### config.mk
export PLATFORM = sky130hd
export DESIGN_NAME = axis_flit_injector
export DESIGN_NICKNAME = d
export VERILOG_FILES = /design/src/rtl/axis_flit_injector_pkg.sv /design/src/rtl/axis_flit_injector_credit_counter.sv /design/src/rtl/axis_flit_injector.sv
export SDC_FILE = /design/constraint.sdc
export NUM_CORES = 1
export LEC_CHECK = 0
export ABC_AREA = 1
export CORE_MARGIN = 1
export CORE_UTILIZATION = 40
export DETAILED_ROUTE_END_ITERATION = 10
export PLACE_DENSITY = 0.73
export SYNTH_ARGS = -nofsm -noshare
export SYNTH_HDL_FRONTEND = slang
export SYNTH_SLANG_ARGS = --single-unit
export TNS_END_PERCENT = 20
### constraint.sdc
create_clock -name clk_noc -period 6.1 [get_ports clk_noc]
set_clock_uncertainty 0.05 [all_clocks]
set_input_delay 0.915 -clock clk_noc [delete_from_list [all_inputs] [get_ports clk_noc]]
set_output_delay 0.915 -clock clk_noc [all_outputs]
set_load 0.05 [all_outputs]
### src/rtl/axis_flit_injector_pkg.sv
// Shared NoC definitions: holding-register state and credit-counter sizing.
package axis_flit_injector_pkg;

  // Occupancy of the single-beat holding register.
  typedef enum logic {
    EMPTY  = 1'b0,
    LOADED = 1'b1
  } hold_state_e;

  // Bits needed to hold a credit count ranging over 0..depth inclusive.
  function automatic int credit_width(input int depth);
    return $clog2(depth + 1);
  endfunction

endpackage

### src/rtl/axis_flit_injector_credit_counter.sv
// Credit counter for a credit-based NoC link. It starts full at DEPTH,
// drops by one per flit sent and rises by one per credit returned.
// Shared by the ingress (injector) and egress sides of the router port.
module credit_counter #(
  parameter int DEPTH = 8,
  parameter int WIDTH = 4
) (
  input  logic             clk,
  input  logic             rst_n,
  input  logic             dec,
  input  logic             inc,
  output logic [WIDTH-1:0] count
);

  localparam logic [WIDTH-1:0] FULL = WIDTH'(DEPTH);

  // Track downstream buffer space; a simultaneous send and return cancel out.
  always_ff @(posedge clk or negedge rst_n) begin
    // NOTE: registers are updated with <= so every flop samples pre-edge values.
    if (!rst_n) begin
      count <= FULL;
    end else if (inc && !dec) begin
      if (count != FULL) count <= count + 1'b1;
    end else if (dec && !inc) begin
      count <= count - 1'b1;
    end
  end

  // A credit returned while the count is already full is a downstream
  // protocol error; the counter saturates rather than wrapping.
  no_credit_overflow: assert property (
    @(posedge clk) disable iff (!rst_n) !(inc && !dec && count == FULL)
  );

endmodule

### src/rtl/axis_flit_injector.sv
// AXI-Stream to NoC flit injector. Each accepted beat is held and split into
// SERIALIZATION_FACTOR flits, lowest slice first, issued one per cycle while
// the downstream input buffer has credit.
module axis_flit_injector
  import axis_flit_injector_pkg::*;
#(
  parameter int TDATA_WIDTH          = 64,
  parameter int SERIALIZATION_FACTOR = 2,
  parameter int DEST_WIDTH           = 6,
  parameter int FLIT_BUFFER_DEPTH    = 8,
  localparam int FLIT_WIDTH          = TDATA_WIDTH / SERIALIZATION_FACTOR,
  localparam int CREDIT_WIDTH        = credit_width(FLIT_BUFFER_DEPTH)
) (
  input  logic                    clk_noc,
  input  logic                    rst_n,
  input  logic                    axis_tvalid,
  output logic                    axis_tready,
  input  logic [TDATA_WIDTH-1:0]  axis_tdata,
  input  logic                    axis_tlast,
  input  logic [DEST_WIDTH-1:0]   axis_tdest,
  output logic [FLIT_WIDTH-1:0]   data_out,
  output logic [DEST_WIDTH-1:0]   dest_out,
  output logic                    is_tail_out,
  output logic                    send_out,
  input  logic                    credit_in,
  output logic [CREDIT_WIDTH-1:0] credits_avail
);

  localparam int IDX_WIDTH = (SERIALIZATION_FACTOR > 1) ? $clog2(SERIALIZATION_FACTOR) : 1;
  localparam logic [IDX_WIDTH-1:0] LAST_IDX = IDX_WIDTH'(SERIALIZATION_FACTOR - 1);

  hold_state_e                                     state;
  logic [SERIALIZATION_FACTOR-1:0][FLIT_WIDTH-1:0] held_flits;
  logic                                            held_last;
  logic [DEST_WIDTH-1:0]                           held_dest;
  logic [IDX_WIDTH-1:0]                            idx;
  logic [CREDIT_WIDTH-1:0]                         credits;
  logic                                            issue;
  logic                                            last_flit;
  logic                                            accept;

  // Issue is gated by the registered credit count, so a returned credit
  // only takes effect in the cycle after it arrives.
  assign issue         = (state == LOADED) && (credits != '0);
  assign last_flit     = (idx == LAST_IDX);
  assign axis_tready   = (state == EMPTY) || (issue && last_flit);
  assign accept        = axis_tvalid && axis_tready;
  assign credits_avail = credits;

  // Holding register: capture a beat on acceptance, free it after its last flit.
  always_ff @(posedge clk_noc or negedge rst_n) begin
    if (!rst_n) begin
      state      <= EMPTY;
      held_flits <= '0;
      held_last  <= 1'b0;
      held_dest  <= '0;
    end else if (accept) begin
      state      <= LOADED;
      held_flits <= axis_tdata;
      held_last  <= axis_tlast;
      held_dest  <= axis_tdest;
    end else if (issue && last_flit) begin
      state <= EMPTY;
    end
  end

  generate
    if (SERIALIZATION_FACTOR > 1) begin : g_idx
      // Flit index: restart on every new beat, advance on every issued flit.
      always_ff @(posedge clk_noc or negedge rst_n) begin
        if (!rst_n)      idx <= '0;
        else if (accept) idx <= '0;
        else if (issue)  idx <= idx + 1'b1;
      end
    end else begin : g_no_idx
      // A beat is a single flit, so there is nothing to count.
      assign idx = '0;
    end
  endgenerate

  // Registered flit outputs; payload fields hold their last value between flits.
  always_ff @(posedge clk_noc or negedge rst_n) begin
    if (!rst_n) begin
      send_out    <= 1'b0;
      data_out    <= '0;
      dest_out    <= '0;
      is_tail_out <= 1'b0;
    end else begin
      send_out <= issue;
      if (issue) begin
        data_out    <= held_flits[idx];
        dest_out    <= held_dest;
        is_tail_out <= held_last && last_flit;
      end
    end
  end

  credit_counter #(
    .DEPTH (FLIT_BUFFER_DEPTH),
    .WIDTH (CREDIT_WIDTH)
  ) u_credits (
    .clk   (clk_noc),
    .rst_n (rst_n),
    .dec   (issue),
    .inc   (credit_in),
    .count (credits)
  );

endmodule

Yosys cells after proc, flatten, opt, wreduce, memory -nomap -nowiden. Index checks and enable logic that the tools add are counted.

Muxes and demuxes: 9. Reductions and logical operators: 14. Bitwise gates (word level): 1. $add $sub $neg: 3. Eq/ne operators: 2. Magnitude comparators: 1.

Operators with widths (number): $mux 32 (2); $mux 4 (3); $logic_and 1x1->1 (6); $reduce_bool 2->1 (3); $add 4x1->4 const B (1); $mux 1 (4); $ne 4x4->1 const B (1); $reduce_bool 4->1 (1); $sub 4x1->4 const B (1); $logic_not 1->1 (2); $lt 1x2->1 const B (1); $ne 2x2->1 const B (1); $reduce_and 2->1 (1); $add 1x1->1 const B (1); $logic_or 1x1->1 (1); $not 1->1 (1).

Flip-flop bits (word level): 117. Output and inout port bits: 45. Logic and storage cells: 41.

Logic depth before layout (Yosys ltp). Gate-level depths: netlist (run 1).

Word-level depth: 6. Gate-level depth with buffers: 13. Depth with buffers taken out: 12.

Hierarchy. From an unflattened synthesis (run 1), not the netlist that was laid out.

Cells, all modules: 568. Area total of the unflattened synthesis: 5063.6 µm².

By module, submodules not included: axis_flit_injector (sequential area each 2827.7 µm², times used 1, area each 4740.8 µm², cells an instance 527); credit_counter (sequential area each 101.3 µm², times used 1, area each 322.8 µm², cells an instance 41).

Worst setup path before layout (run 1). Ideal clock, no wire load.

Path type: register -> output. From: register u_credits.count[0]. To: output port axis_tready. Setup slack: 3.608 ns. Cell stages (with the launch flop): 7. Arrival: 1.527 ns. Required time: 5.135 ns. Cells stage by stage: dfrtp_1 nor2_1 nand2_1 nand2_2 o21ai_2 buf_4 buf_4.

Cells in the longest elaborated chain, start to end: 4.

RTL lines: start: declaration (line axis_flit_injector_credit_counter.sv:12) `output logic [WIDTH-1:0] count`; start signal: assignment (line axis_flit_injector_credit_counter.sv:23) `if (count != FULL) count <= count + 1'b1;`; start signal: assignment (line axis_flit_injector_credit_counter.sv:25) `count <= count - 1'b1;`; $reduce_bool 4->1 (line axis_flit_injector.sv:44) `assign issue = (state == LOADED) && (credits != '0);`; $logic_and 1x1->1 (line axis_flit_injector.sv:44); $logic_and 1x1->1 (line axis_flit_injector.sv:46) `assign axis_tready = (state == EMPTY) || (issue && last_flit);`; $logic_or 1x1->1 (line axis_flit_injector.sv:46); end: declaration (line axis_flit_injector.sv:17) `output logic axis_tready,`.

Every way passes these cells.

Worst setup path in the final report (run 1).
From: register u_credits.count[3]. To: output port axis_tready.

The elaborated chain is that of the path after synthesis.

==> results.py, run 1 <==
metrics = {
    "outcome": {
        "status": "completed",
    },
    "yosys": {
        "yosys_warnings": 0,
        "synth_edf_count": 0,
        "synth_cell_type_count": 20,
        "synth_ff_type": "dfrtp_1",
        "synthTopCellsByCount": "nand2_1, dfrtp_1, nand3_1",
        "ys_top_cells_by_area": "dfrtp_1, nand2_1, nand3_1",
        "netlist_instances": 564,
        "yosysTopAreaCellShare": 0.5887,
        "synthArstFlopShare": 1.000,
        "synth_nets": 642,
        "ys_seq_area_frac": 0.5940,
        "syn_area_mm2": 0.004931,
        "synth_area_leader_cell": "dfrtp_1",
        "avgSynthCellArea_um2": 8.743,
        "ys_ff_latch": 117,
        "synth_most_common_cell": "nand2_1",
    },
    "clocking": {
        "cts_tree": "done",
        "post_cts_buffers": 0,
        "cts-root-buf": "clkbuf_16",
        "clk_latency_ns": 0.40,
        "htree_levels": 4,
        "cts_resized": 0,
        "clkTransAtPathRegs_ns": 0.06,
        "cts_hold_buffers": 0,
        "clkSinkCount": 117,
        "cts_inserted_buffers": 17,
        "clockBufferDepth": 2,
    },
    "placed_design": {
        "io_buffers": 119,
        "place_inst": 796,
        "globalplace.congestion": 0.7857,
        "hpwlAfterDp_um": 7450,
    },
    "detailed_routing": {
        "route.detailed.drc": 0,
        "drt_iter0_markers": 259,
        "vias": 4251,
        "wl_per_cell_um": 14.95,
        "wirelength_um": 12380,
        "drtPass1Iterations": 5,
        "vias_per_cell": 5.134,
        "ant_nets": 0,
    },
    "setup_path": {
        "startpoint_type": "flip-flop",
        "worstSetupEndpointType": "output port",
        "cp_max_fo": 74,
        "critPathRequiredTime_ns": 5.13,
        "worst_ep_arrival_time_ns": 3.08,
        "path_class": "reg2out",
    },
    "cells_and_area": {
        "finalNonFillerCells": 828,
        "layout.nets": 746,
        "diodes": 0,
        "drive_gt1_frac": 0.06461,
        "syn_to_final_growth_pct": 37.22,
    },
    "global_routing": {
        "antenna_found_initial": 0,
        "grt_use_total": 0.2065,
        "overflow": 0,
        "grt_max_degree": 75,
        "grt_pass1_vias": 4251,
        "grt_pass1_wl_um": 20610,
    },
    "pwr": {
        "power.total_mw": 4.478,
        "p_per_area_mw_per_mm2": 661.8,
        "irDropWorstVdd_mv": 0.3099,
        "leakage_nw": 3.243,
    },
    "die": {
        "initial_core_util": 0.4105,
        "fp.dieW_um": 113.0,
        "io_pins": 120,
        "core.rowCount": 40,
        "dieArea_mm2": 0.01278,
        "die_height_um": 113.0,
        "core-area_mm2": 0.01201,
    },
    "sta": {
        "setup_viol": 0,
        "fmaxAchievable_mhz": 247.5,
        "holdWs_ns": 0.4186,
        "rsz0062_at_grt": "no",
        "tns_ns": 0,
        "tightest_slew_ns": 1.151,
        "drv_slew": 0,
        "finalHoldViolations": 0,
        "relSlewSlack": 0.2326,
        "finalCriticalPeriod_ns": 4.040,
        "period_share": 0.6623,
    },
    "worst_hold_path": {
        "hold_path.class": "reg2reg",
    },
    "flow_run": {
        "cap_violations": 0,
    },
}
layout make-up:
| class | count | area [µm²] |
|---|---|---|
| Clock buffer | 20 | 456.7 |
| Clock inverter | 12 | 201.4 |
| Fill cell | 1058 | 5245 |
| Inverter | 9 | 33.78 |
| Multi-Input combinational cell | 399 | 1740 |
| Sequential cell | 117 | 2929 |
| Tap cell | 147 | 183.9 |
| Timing Repair Buffer | 124 | 1221 |
layout by cell type (no fill, tap or decap), types with 2 or more instances in the layout:
master           instances
bufinv_16                5
nand3_1                 79
buf_4                    6
ha_1                     2
a31oi_1                 32
o21ai_0                  4
clkbuf_16               17
inv_1                    7
dfrtp_1                116
nand2_1                241
clkbuf_8                 2
inv_2                    2
nand2_2                  2
clkdlybuf4s50_1        117
nor2_1                  35
clkinv_2                 2
clkinvlp_4               2
clkinv_4                 3
report_power, final:
part	switching (mW)	total, mW	internal (mW)
registers	0.233	1.41	1.17
logic	1.33	1.96	0.631
clock network	0.360	1.11	0.747
total	1.93	4.48	2.55
state kept, by name, summed over array words and instances (netlist names):
signal / cells
data_out: 32
dest_out: 6
held_dest: 6
held_flits: 64
held_last: 1
idx: 1
is_tail_out: 1
send_out: 1
state: 1
u_credits.count: 4
per-stage QoR:
step	cell area (µm²)	util	setup slack [ns]
final	6766	0.5633	2.060
after global routing	6766	0.5633	1.894
after CTS	6766	0.5633	2.066
after detailed placement	6108	0.5085	2.535
after global placement	6108	0.5085	2.579
after floorplan	4931	-	3.608
critical path: stages, from the launching register on:
cell	delay (ns)
dfstp_2	0.56
nor2_1	0.05
nand2_1	0.07
nand2_2	0.21
o21ai_4	0.19
buf_4	0.58
clkdlybuf4s50_1	0.93
layer usage:
layer	global-route usage	vias up	part of all wire
met5	0	-	0
met4	0.06316	0	0.0082
met3	0.04017	11	0.055
met2	0.3460	134	0.50
met1	0.2724	2073	0.44
li1	-	2033	-
kinds of logic after synthesis:
logic type / Yosys count / share of synthesized area
compound gates: 37 / 0.04643
simple gates: 358 / 0.2936
xor+xnor: 1 / 0.001777
flops: 117 / 0.5940
buf+inv: 48 / 0.05506
fa+ha+maj: 3 / 0.009134
worst paths after layout:
path / to / from / depth (start not counted) / slack [ns]
max in group asynchronous: held_flits[12]$_DFFE_PN0P_ / rst_n / 2 / 4.23
worst max-delay path: axis_tready / u_credits.count[3]$_DFFE_PN1P_ / 6 / 2.06
worst min register to register: held_flits[0]$_DFFE_PN0P_ / held_flits[0]$_DFFE_PN0P_ / 2 / 0.42
worst min-delay path: held_flits[0]$_DFFE_PN0P_ / held_flits[0]$_DFFE_PN0P_ / 2 / 0.42
worst max register to register: idx$_DFFE_PN0P_ / u_credits.count[3]$_DFFE_PN1P_ / 9 / 2.94
min in group asynchronous: u_credits.count[0]$_DFFE_PN0P_ / rst_n / 1 / 0.48
Power figures use the tool's default switching activity.
==> inputs of run 2 (changes only) <==
Clock period 6.1 ns to 4.1 ns, I/O delays scaled along.
==> run 2 against run 1 <==
Effect of this change:
- clock-buffer cell count unchanged
- highest routed layer unchanged
- largest cell class unchanged
- hold slack got worse by 0.057 ns
- die area unchanged
- setup slack got worse by 1.2 ns
- critical endpoint unchanged
- cell area decreased by 0.81%
- utilization decreased by 0.46 points
- first-iteration DRC count increased by 8.9%
- sequential power increased by 48%
- sequential share of layout area increased by 0.36 points
- total power increased by 44%
- final cell count increased by 0.12%
==> results.py, run 2 (synthesized netlist as in run 1, its figures left out) <==
metrics = {
    "clocking": {
        "cts_tree": "done",
        "htree_levels": 4,
        "clkTransAtPathRegs_ns": 0.06,
        "cts_hold_buffers": 0,
        "cts-root-buf": "clkbuf_16",
        "clk_latency_ns": 0.41,
        "cts_resized": 0,
        "cts_inserted_buffers": 17,
        "clockBufferDepth": 2,
        "post_cts_buffers": 0,
        "clkSinkCount": 117,
    },
    "pwr": {
        "switching_share": 0.4436,
        "p_per_area_mw_per_mm2": 961.5,
        "p_seq_frac": 0.323,
        "leakage_nw": 3.205,
        "p_int_mw": 3.591,
        "irDropWorstVdd_mv": 0.4288,
        "combPwrFrac": 0.454,
        "power_frac_clock": 0.223,
        "power.total_mw": 6.453,
        "p_sw_mw": 2.862,
    },
    "die": {
        "die_height_um": 113.0,
        "initial_core_util": 0.4105,
        "core-area_mm2": 0.01201,
        "dieArea_mm2": 0.01278,
        "io_pins": 120,
        "fp.dieW_um": 113.0,
        "core.rowCount": 40,
    },
    "setup_path": {
        "critPathBufInv": 2,
        "path_class": "reg2out",
        "r2r_start": "u_credits.count[3]$_DFFE_PN1P_",
        "cp-startpoint": "u_credits.count[3]$_DFFE_PN1P_",
        "critPathRequiredTime_ns": 3.43,
        "cp_max_fo": 60,
        "max_stage_delay_ns": 0.60,
        "worstSetupEndpointType": "output port",
        "worst_ep_arrival_time_ns": 2.54,
        "path_cells": "nor2_1, nand2_1, nand2_2, o21ai_4, buf_4, buf_12",
        "cp_slowest_cell": "buf_4",
        "crit_family": "buffers and inverters",
        "startpoint_type": "flip-flop",
    },
    "sta": {
        "drv_slew": 0,
        "rsz0062_at_grt": "no",
        "tns_ns": 0,
        "relSlewSlack": 0.2241,
        "tightest_slew_ns": 1.162,
        "holdWs_ns": 0.3617,
        "period_share": 0.7829,
        "fmaxAchievable_mhz": 311.5,
        "setup_viol": 0,
        "finalHoldViolations": 0,
        "setup_ws_ns": 0.8902,
        "finalCriticalPeriod_ns": 3.210,
    },
    "placed_design": {
        "place_ws_ns": 1.314,
        "globalplace.congestion": 0.7584,
        "io_buffers": 119,
        "hpwlAfterDp_um": 7370,
    },
    "worst_hold_path": {
        "hold_path.class": "in2async",
    },
    "detailed_routing": {
        "drtPass1Iterations": 5,
        "wirelength_um": 11750,
        "drt_iter0_markers": 282,
        "vias_per_cell": 5.049,
        "wl_per_cell_um": 14.17,
        "route.detailed.drc": 0,
        "vias": 4186,
        "ant_nets": 0,
    },
    "cells_and_area": {
        "final_util": 0.5588,
        "fill_cells": 1072,
        "regArea_mm2": 0.002929,
        "layout.nets": 747,
        "final_common_cell": "nand2_1",
        "top_regs": "held_flits (64), data_out (32)",
        "syn_to_final_growth_pct": 36.11,
        "largest_reg_flops": 64,
        "drive_gt1_frac": 0.06891,
        "regMostFlops": "held_flits",
        "diodes": 0,
        "multiInputGateArea_mm2": 0.001740,
        "layout_common_cells": "nand2_1, dfrtp_1, clkdlybuf4s50_1",
    },
    "global_routing": {
        "grt_max_degree": 86,
        "antenna_found_initial": 0,
        "grt_pass1_wl_um": 19660,
        "grt_use_total": 0.1952,
        "overflow": 0,
        "grt_pass1_vias": 4104,
    },
    "flow_run": {
        "cap_violations": 0,
    },
    "outcome": {
        "status": "completed",
    },
}
[run 2: final timing paths]
| kind | endpoint | slack [ns] | cells past startpoint |
|---|---|---|---|
| worst min-delay path | u_credits.count[0]$_DFFE_PN0P_ | 0.36 | 1 |
| worst max-delay path | axis_tready | 0.89 | 6 |
| min in group clk_noc | held_flits[7]$_DFFE_PN0P_ | 0.42 | 2 |
| worst max register to register | held_flits[40]$_DFFE_PN0P_ | 1.41 | 8 |
| max in group asynchronous | held_flits[63]$_DFFE_PN0P_ | 2.78 | 2 |
| worst min register to register | held_flits[7]$_DFFE_PN0P_ | 0.42 | 2 |
[run 2: area by class of cell]
cell class                 instances  area share
sequential                       117      0.4364
multi-input combinational        399      0.2593
inverter                           9    0.005034
tap                              147     0.02740
clock buffer                      20     0.06954
timing repair buffer             125      0.1846
clock inverter                    12     0.01771
[run 2: per-stage QoR]
stage,cells,area [µm²]
floorplan,564,4931
finish,829,6711
global placement,797,6126
global route,829,6711
detailed placement,797,6126
CTS,829,6711
[run 2: worst register-to-register path, stage by stage, from the launching register on]
cell and delay (ns):
dfstp_2 0.56, nor2_1 0.05, nand2_1 0.07, nand2_2 0.20, o21ai_4 0.43, nand2_2 0.59, buf_4 0.47, nand2_1 0.12
nand2_1 0.05
[run 2: power by group through the flow]
stage	Combinational [mW]	Clock, mW	Sequential [mW]
finish	2.93	1.44	2.09
global route	3.22	1.52	2.15
CTS	2.96	1.46	2.09
detailed placement	2.95	0	2.10
global placement	2.87	0	2.07
floorplan	1.41	0	2.78
[run 2: layer usage]
metal / part of all wire / track usage
met1: 0.46 / 0.2646
met2: 0.48 / 0.3157
met3: 0.049 / 0.04124
met4: 0.011 / 0.05965
met5: 0 / 0
